### src/rtl/muldiv_pkg.sv
// Shared constants and types for the multiply/divide sequencer.
package muldiv_pkg;

    localparam int unsigned MD_WIDTH = 32;

    localparam logic [2:0] OP_MULT  = 3'b000;
    localparam logic [2:0] OP_MULTU = 3'b001;
    localparam logic [2:0] OP_DIV   = 3'b010;
    localparam logic [2:0] OP_DIVU  = 3'b011;
    localparam logic [2:0] OP_MTHI  = 3'b100;
    localparam logic [2:0] OP_MTLO  = 3'b101;

    typedef enum logic [1:0] {
        IDLE = 2'd0,
        RUN  = 2'd1,
        FIX  = 2'd2
    } state_t;

    typedef enum logic {
        MODE_MUL = 1'b0,
        MODE_DIV = 1'b1
    } mode_t;

    // Iterative ops occupy the lower half of the opcode space.
    function automatic logic is_iterative(input logic [2:0] op);
        return (op[2] == 1'b0);
    endfunction

endpackage

### src/rtl/muldiv_step.sv
// One combinational iteration of shift-add multiply or restoring divide.
module muldiv_step
    import muldiv_pkg::*;
#(
    parameter int unsigned N = MD_WIDTH
) (
    input  mode_t            mode,
    input  logic [2*N-1:0]   acc,
    input  logic [N-1:0]     operand,
    output logic [2*N-1:0]   acc_next,
    output logic             qbit
);

    logic [N:0]   sum;
    logic [N:0]   rem_wide;
    logic [N-1:0] diff;
    logic         ge;

    // Multiply: conditional add into upper half, shift right.
    // Divide: shift {rem, dividend} left, trial-subtract divisor.
    always_comb begin
        sum      = {1'b0, acc[2*N-1:N]} + (acc[0] ? {1'b0, operand} : {(N+1){1'b0}});
        rem_wide = acc[2*N-1:N-1];
        // Only used when rem_wide >= operand, so the true difference fits in N bits.
        diff     = rem_wide[N-1:0] - operand;
        ge       = (rem_wide >= {1'b0, operand});
        acc_next = acc;
        qbit     = 1'b0;
        if (mode == MODE_MUL) begin
            acc_next = {sum, acc[N-1:1]};
        end else begin
            acc_next = {(ge ? diff : rem_wide[N-1:0]), acc[N-2:0], 1'b0};
            qbit     = ge;
        end
    end

endmodule

### src/rtl/muldiv_ctrl.sv
// Multi-cycle multiply/divide sequencer owning the HI/LO register pair.
module muldiv_ctrl
    import muldiv_pkg::*;
#(
    parameter int unsigned N = MD_WIDTH
) (
    input  logic         clock,
    input  logic         reset,
    input  logic         start,
    input  logic [2:0]   op,
    input  logic [N-1:0] a,
    input  logic [N-1:0] b,
    output logic         busy,
    output logic         done,
    output logic [N-1:0] hi,
    output logic [N-1:0] lo,
    output logic         div_by_zero
);

    localparam int unsigned CW = $clog2(N + 1);

    state_t         state;
    mode_t          mode;
    logic [CW-1:0]  cnt;
    logic [2*N-1:0] acc;
    logic [N-1:0]   operand;
    logic [N-1:0]   a_orig;
    logic           res_neg;
    logic           rem_neg;
    logic           dbz_pend;

    logic [2*N-1:0] step_acc;
    logic           step_q;
    logic [N-1:0]   fix_hi;
    logic [N-1:0]   fix_lo;
    logic           op_signed;
    logic [N-1:0]   mag_a;
    logic [N-1:0]   mag_b;

    // Two's-complement magnitude for signed ops; 0x80..0 maps to itself as unsigned.
    function automatic logic [N-1:0] magnitude(input logic [N-1:0] x, input logic sgn);
        return (sgn && x[N-1]) ? (~x + N'(1)) : x;
    endfunction

    muldiv_step #(.N(N)) u_step (
        .mode     (mode),
        .acc      (acc),
        .operand  (operand),
        .acc_next (step_acc),
        .qbit     (step_q)
    );

    // Operand magnitudes for the accept edge.
    always_comb begin
        op_signed = ~op[0];
        mag_a     = magnitude(a, op_signed);
        mag_b     = magnitude(b, op_signed);
    end

    // Final sign correction and divide-by-zero substitution.
    always_comb begin
        fix_hi = acc[2*N-1:N];
        fix_lo = acc[N-1:0];
        if (mode == MODE_MUL) begin
            if (res_neg) begin
                {fix_hi, fix_lo} = ~acc + (2*N)'(1);
            end
        end else if (dbz_pend) begin
            fix_lo = '1;
            fix_hi = a_orig;
        end else begin
            if (res_neg) begin
                fix_lo = ~acc[N-1:0] + N'(1);
            end
            if (rem_neg) begin
                fix_hi = ~acc[2*N-1:N] + N'(1);
            end
        end
    end

    // Sequencer FSM, working registers and HI/LO.
    always_ff @(posedge clock or negedge reset) begin
        if (!reset) begin
            state       <= IDLE;
            mode        <= MODE_MUL;
            cnt         <= '0;
            acc         <= '0;
            operand     <= '0;
            a_orig      <= '0;
            res_neg     <= 1'b0;
            rem_neg     <= 1'b0;
            dbz_pend    <= 1'b0;
            busy        <= 1'b0;
            done        <= 1'b0;
            hi          <= '0;
            lo          <= '0;
            div_by_zero <= 1'b0;
        end else begin
            done <= 1'b0;
            case (state)
                IDLE: begin
                    if (start) begin
                        if (is_iterative(op)) begin
                            cnt         <= '0;
                            a_orig      <= a;
                            div_by_zero <= 1'b0;
                            busy        <= 1'b1;
                            state       <= RUN;
                            res_neg     <= op_signed & (a[N-1] ^ b[N-1]);
                            if (op[1]) begin
                                mode     <= MODE_DIV;
                                acc      <= {{N{1'b0}}, mag_a};
                                operand  <= mag_b;
                                rem_neg  <= op_signed & a[N-1];
                                dbz_pend <= (b == '0);
                            end else begin
                                mode     <= MODE_MUL;
                                acc      <= {{N{1'b0}}, mag_b};
                                operand  <= mag_a;
                                rem_neg  <= 1'b0;
                                dbz_pend <= 1'b0;
                            end
                        end else if (op == OP_MTHI) begin
                            hi          <= a;
                            done        <= 1'b1;
                            div_by_zero <= 1'b0;
                        end else if (op == OP_MTLO) begin
                            lo          <= a;
                            done        <= 1'b1;
                            div_by_zero <= 1'b0;
                        end
                    end
                end
                RUN: begin
                    acc <= {step_acc[2*N-1:1], (mode == MODE_DIV) ? step_q : step_acc[0]};
                    cnt <= cnt + CW'(1);
                    if (cnt == CW'(N - 1)) begin
                        state <= FIX;
                    end
                end
                FIX: begin
                    hi          <= fix_hi;
                    lo          <= fix_lo;
                    done        <= 1'b1;
                    busy        <= 1'b0;
                    div_by_zero <= dbz_pend;
                    state       <= IDLE;
                end
                default: begin
                    state <= IDLE;
                    busy  <= 1'b0;
                end
            endcase
        end
    end

endmodule

### config.mk
export PLATFORM = sky130hd
export DESIGN_NAME = muldiv_ctrl
export DESIGN_NICKNAME = d
export VERILOG_FILES = /design/src/rtl/muldiv_pkg.sv /design/src/rtl/muldiv_step.sv /design/src/rtl/muldiv_ctrl.sv
export SDC_FILE = /design/constraint.sdc
export NUM_CORES = 1
export LEC_CHECK = 0
export ABC_AREA = 1
export BUFFER_PORTS_ARGS = -buffer_cell sky130_fd_sc_hd__clkbuf_2
export CAP_MARGIN = 20
export CORE_MARGIN = 4
export CORE_UTILIZATION = 55
export CTS_CLUSTER_DIAMETER = 80
export DETAILED_ROUTE_END_ITERATION = 16
export GPL_ROUTABILITY_DRIVEN = 0
export HOLD_SLACK_MARGIN = 0.08
export PLACE_DENSITY = 0.74
export SLEW_MARGIN = 20
export SYNTH_ARGS = -nofsm -noshare
export SYNTH_HDL_FRONTEND = slang
export SYNTH_SLANG_ARGS = --single-unit
### constraint.sdc
create_clock -name clock -period 3.9 [get_ports clock]
set_input_delay 0.39 -clock clock [delete_from_list [all_inputs] [get_ports clock]]
set_output_delay 0.39 -clock clock [all_outputs]
set_load 0.02 [all_outputs]
# Yosys cells after proc, flatten, opt, wreduce, memory -nomap -nowiden

Cells that the tools add are included.

Register bits after elaboration: 207
Input port bits: 70
Word-level logic and storage cells: 111

$add $sub $neg: 8
Magnitude comparators: 1
Eq/ne operators: 13
Mux-type cells: 51
Bitwise operators: 11
Reductions and logical operators: 13

Operators by type and width:

| kind                    | count |
|---|---|
| $mux W32                | 21 |
| $mux W64                | 3 |
| $add A32 B1 Y32 const B | 4 |
| $not A32 Y32            | 4 |
| $pmux W32 S2            | 2 |
| $pmux W64 S2            | 1 |
| $add A64 B1 Y64 const B | 1 |
| $not A64 Y64            | 1 |
| $add A32 B33 Y33        | 1 |
| $ge A33 B32 Y1          | 1 |
| $logic_not A32 Y1       | 1 |
| $sub A32 B32 Y32        | 1 |
| $reduce_and A3 Y1       | 5 |
| $mux W1                 | 14 |
| $ne A2 B2 Y1 const B    | 7 |
| $mux W6                 | 2 |
| $pmux W6 S2             | 1 |
| $add A6 B1 Y6 const B   | 1 |
| $eq A3 B3 Y1 const B    | 2 |
| $eq A6 B5 Y1 const B    | 1 |
| $mux W2                 | 3 |
| $pmux W1 S2             | 3 |
| $reduce_and A5 Y1       | 1 |
| $ne A4 B4 Y1 const B    | 1 |
| other kinds (10)        | 15 |

# Depth between registers and ports, before layout

Depth in word-level cells: 7
Gate-level depth with buffers: 21

# Modules after synthesis

From an unflattened synthesis, not the netlist that was laid out.

Cells, all modules: 3385
Area, all modules: 20185.6 µm²

By module, submodules not included:

| module      | times used | cells each | area each (µm²) | seq. area each (µm²) |
|---|---|---|---|---|
| muldiv_ctrl | 1          | 2117       | 14008.4         | 5180.0 |
| muldiv_step | 1          | 1268       | 6177.2          | 0.0 |

# Worst setup path before layout

No wires, ideal clock.

Path type: register to register
Start point: register acc[0]
End point: register acc[59]
Setup time: 0.118 ns
Arrival time: 2.409 ns
Data required time: 3.782 ns
Slack: 1.373 ns
Cell stages (with the launch flop): 18
Buffers on the path: 2
Period minus slack after synthesis: 2.527 ns
Cells stage by stage: dfrtp_1 -> buf_2 -> clkbuf_1 -> nand2_1 -> inv_1 -> ha_1 -> inv_1 -> fa_1 -> o21ai_0 -> nand2_1 -> nand2_1 -> nand2_1 -> nand2_1 -> nand3_1 -> nand3_1 -> nand3_1 -> nand3_1 -> nand2_1

Longest elaborated chain between the ends: 4

Ends and longest elaborated chain:

| item                   | RTL line           | text |
|---|---|---|
| from (decl)            | muldiv_ctrl.sv:25  | `logic [2*N-1:0] acc;` |
| from (signal assigned) | muldiv_ctrl.sv:112 | `acc <= {{N{1'b0}}, mag_a};` |
| from (signal assigned) | muldiv_ctrl.sv:118 | `acc <= {{N{1'b0}}, mag_b};` |
| from (signal assigned) | muldiv_ctrl.sv:135 | `acc <= {step_acc[2*N-1:1], (mode == MODE_DIV) ? step_q : step_acc[0]};` |
| $mux W32               | muldiv_step.sv:22  | `sum = {1'b0, acc[2*N-1:N]} + (acc[0] ? {1'b0, operand} : {(N+1){1'b0}});` |
| $add A32 B33 Y33       | muldiv_step.sv:22  |  |
| $mux W64               | muldiv_step.sv:29  | `if (mode == MODE_MUL) begin` |
| $pmux W64 S2           | muldiv_ctrl.sv:100 | `case (state)` |

Every way passes these cells.
A chain may end at the register's enable or synchronous reset.

# Worst setup path in the final report

Start point: register acc[32]
End point: register acc[59]

Longest elaborated chain between the ends: 4

Ends and longest elaborated chain:

| item                                                      | RTL line                             | text |
|---|---|---|
| $sub A32 B32 Y32 / $ge A33 B32 Y1 (equally long branches) | muldiv_step.sv:25, muldiv_step.sv:26 |  |
| $mux W32                                                  | muldiv_step.sv:32                    | `acc_next = {(ge ? diff : rem_wide[N-1:0]), acc[N-2:0], 1'b0};` |
| $mux W64 (*)                                              | muldiv_step.sv:29                    |  |
| $pmux W64 S2 (*)                                          | muldiv_ctrl.sv:100                   |  |

Every way passes the cells marked *; elsewhere a longest branch is shown, timed or not.

==> results.toml <==
[yosys]
synth_xor_area_share_pct = 2.55
post_synth_mux_area_share_pct = 0
synthDominantCellAreaShare_pct = 25.6
yosys.area_share.simple_pct = 41.0
number_of_enable_type_register_cells_in_the_synthesized_netlist = 0
synth_cell_types = 53
synth.net_count = 3606
synth_top_area_cell = "sky130_fd_sc_hd__dfrtp_1"
synth-adder-area-share_pct = 4.46
synth_top_family_by_area = "simple AND/OR/NAND/NOR gates"
synth_async_sr_flop_share_pct = 100
synth_seq_area_share_pct = 25.6
synth_most_common_cell = "sky130_fd_sc_hd__nand2_1"
synth.cells.most_frequent = "sky130_fd_sc_hd__nand2_1, sky130_fd_sc_hd__nor2_1, sky130_fd_sc_hd__inv_1"
postSynthCellCount = 3465
avgSynthCellArea_um2 = 5.84
yosys_warnings = 0
synth-compound-area-share_pct = 15.8
synth.top_cells.by_area = "sky130_fd_sc_hd__dfrtp_1, sky130_fd_sc_hd__nand2_1, sky130_fd_sc_hd__nor2_1"
syn_area_mm2 = 0.0202
synth-seq-cells = 207
dominantRegCellSynth = "sky130_fd_sc_hd__dfrtp_1"

[layout]
multi_input_area_mm2 = 0.0129
nNetsFinal = 3670
design_area_mm2 = 0.0220
fill_cells = 3558
layout-drive-gt1-share_pct = 7.64
synthToLayoutAreaGrowth_pct = 8.82
seqCellArea_mm2 = 0.00518
diodes = 0

[sta]
period_minus_slack_ps = 3060
setup-tns-final_ps = 0
worst_pin_slew_ps = 1090
finalClockSkew_ps = 19.1
timing.final.crit_share_pct = 78.6
max-slew-margin-rel_pct = 27.0
fmax_mhz = 326
hold_fails_final_rpt = 0
finalSetupViolCount = 0
setup_ws_ps = 836
final-max-slew-violation-count = 0
setup_repair_after_global_routing_missed_its_margin = "false"

[power_and_ir_drop]
comb_power_share_pct = 68.7
leakage_nw = 11.2
powerDensity_mw_per_mm2 = 1010
p_seq_share_pct = 20.8
vdd_ir_drop_max_mv = 0.855
power.switching_fraction_pct = 57.7
pwr-share-clk_pct = 10.5
p_int_mw = 9.42
total_switching_power_mw = 12.9

[clock_tree]
cts_made_buffers = 24
cts-resized-gates = 0
cts.htree.levels = 1
clockBufferDepth = 3
clkSinkCount = 207
cts_tree = "built"
insertion_delay_ps = 560
root_buffer = "sky130_fd_sc_hd__clkbuf_16"
path_clk_slew_ps = 70

[global_route]
grt_max_degree = 93
global_route_wire_length_before_repair_um = 131000
antenna_found_initial = 3
grt_use_total_pct = 42.7
via_count_of_the_first_global_routing_pass = 22600
gr-total-overflow = 0

[route]
vias = 24800
drc = 0
wl_per_cell_um = 21.9
dr.first_iter.drc_count = 4426
vias_per_instance = 6.19
pre_antenna_drt_iters = 8
wirelength_um = 87800
postRouteAntennaNets = 0

[floorplanning]
fp.dieH_um = 200
floorplan.die.width_um = 200
core_region_area_mm2 = 0.0359
die_area_mm2 = 0.0399
initial_core_util_pct = 56.4
design.portCount = 137
fp-row-count = 69

[run]
drv_cap = 0

[hold_path]
worst_hold_path.num_cells = 3
hp-start = "a[17]"
min_path_type = "in -> reg"
min_to = "a_orig[17]"

[status]
run_status = "complete, no violations"

[placed_design]
placement.io_buffers = 136
post_dp_cell_area_mm2 = 0.0212
dpl_worst_slack_ps = 991
place.detailed.hpwl_um = 68200

[critical_path]
end_kind = "register"
timing_worst_setup_path_type = "reg -> reg"
worstRegToRegCells = 13
regToRegSetupSlack_ps = 840
cp.arrival_ps = 3500
start_kind = "register"
worstReg2RegEnd = "acc[59]"
reg2reg_from = "acc[32]"
timing.critical_path.required_ps = 4340
crit_path_max_fanout = 8
metrics by stage:
stage                     util [%]  hold slack, ps  power (mW)  std cells
after floorplan                  -            94.4        14.8       3465
after global placement        59.1             401        18.9       3963
after detailed placement      59.1             404        19.2       3963
after CTS                     61.3             111        21.6       4006
after global routing          61.3             139        23.9       4006
final                         61.3             130        22.3       4006
registers in the layout (all words and copies together) (netlist names):
signal and cells:
rem_neg 1, dbz_pend 1, acc 64, div_by_zero 1, mode 1, operand 32, busy 1, a_orig 32
state 2, res_neg 1, done 1, hi 32, lo 32, cnt 6
power groups by stage:
| stage | Clock [mW] | Sequential (mW) | Combinational, mW |
|---|---|---|---|
| floorplan | 0 | 4.42 | 10.3 |
| global placement | 0 | 4.55 | 14.4 |
| detailed placement | 0 | 4.58 | 14.6 |
| CTS | 2.33 | 4.55 | 14.7 |
| global route | 2.41 | 4.69 | 16.8 |
| finish | 2.34 | 4.64 | 15.3 |
metal layers:
metal / wire length (um) / up-vias / global-route usage (%)
li1: - / 11300 / -
met1: 31400 / 11200 / 55.9
met2: 35700 / 1869 / 61.8
met3: 13500 / 445 / 14.1
met4: 7190 / 2 / 25.2
met5: 12 / - / 0
area by class of cell:
type / count / area share [%]
inverter: 421 / 7.19
clock inverter: 6 / 0.295
timing repair buffer: 169 / 4.39
multi-input combinational: 2706 / 58.7
sequential: 207 / 23.5
tap: 461 / 2.62
clock buffer: 36 / 3.30
worst max path at each step:
stage                 start  endpoint
finish              acc[32]   acc[59]
global route        acc[32]   acc[57]
CTS                 acc[32]   acc[59]
detailed placement  acc[32]   acc[59]
global placement    acc[32]   acc[59]
floorplan            acc[0]   acc[59]
critical path: stages, from the launching register on:
cell	delay, ps
sky130_fd_sc_hd__dfrtp_1	700
sky130_fd_sc_hd__ha_1	290
sky130_fd_sc_hd__inv_1	80
sky130_fd_sc_hd__fa_1	420
sky130_fd_sc_hd__o21ai_0	350
sky130_fd_sc_hd__nand2_1	100
sky130_fd_sc_hd__nand2_1	190
sky130_fd_sc_hd__nand2_1	100
sky130_fd_sc_hd__nand2_1	160
sky130_fd_sc_hd__nand3_1	160
sky130_fd_sc_hd__nand3_1	120
sky130_fd_sc_hd__nand3_1	100
sky130_fd_sc_hd__nand3_1	120
sky130_fd_sc_hd__nand2_1	50
logic make-up after synthesis:
| family | after synthesis |
|---|---|
| AO/OA/AOI/OAI | 583 |
| AND/OR/NAND/NOR | 1993 |
| adder cells (fa/ha/maj) | 71 |
| flip-flops | 207 |
| buffers and inverters | 552 |
| XOR/XNOR | 59 |
layout by cell type, fill, tap and decap left out, types with 25 or more instances in the layout:
cell type and n:
sky130_fd_sc_hd__a21oi_1 238, sky130_fd_sc_hd__buf_4 30, sky130_fd_sc_hd__clkbuf_16 25, sky130_fd_sc_hd__clkbuf_2 135
sky130_fd_sc_hd__dfrtp_1 205, sky130_fd_sc_hd__ha_1 69, sky130_fd_sc_hd__inv_1 408, sky130_fd_sc_hd__nand2_1 1019
sky130_fd_sc_hd__nand3_1 320, sky130_fd_sc_hd__nand4_1 55, sky130_fd_sc_hd__nor2_1 506, sky130_fd_sc_hd__nor3_1 27
sky130_fd_sc_hd__o211ai_1 32, sky130_fd_sc_hd__o21ai_0 218, sky130_fd_sc_hd__o21ai_1 28, sky130_fd_sc_hd__xor2_1 47
what timing repair did:
item                                    in CTS  in global routing
endpoints found under the setup margin       0                  0
buffers inserted                             0                  0
hold buffers                                 1                  0
endpoints found under the hold margin       72                  0
No activity file was read; power rests on OpenSTA's default activity.
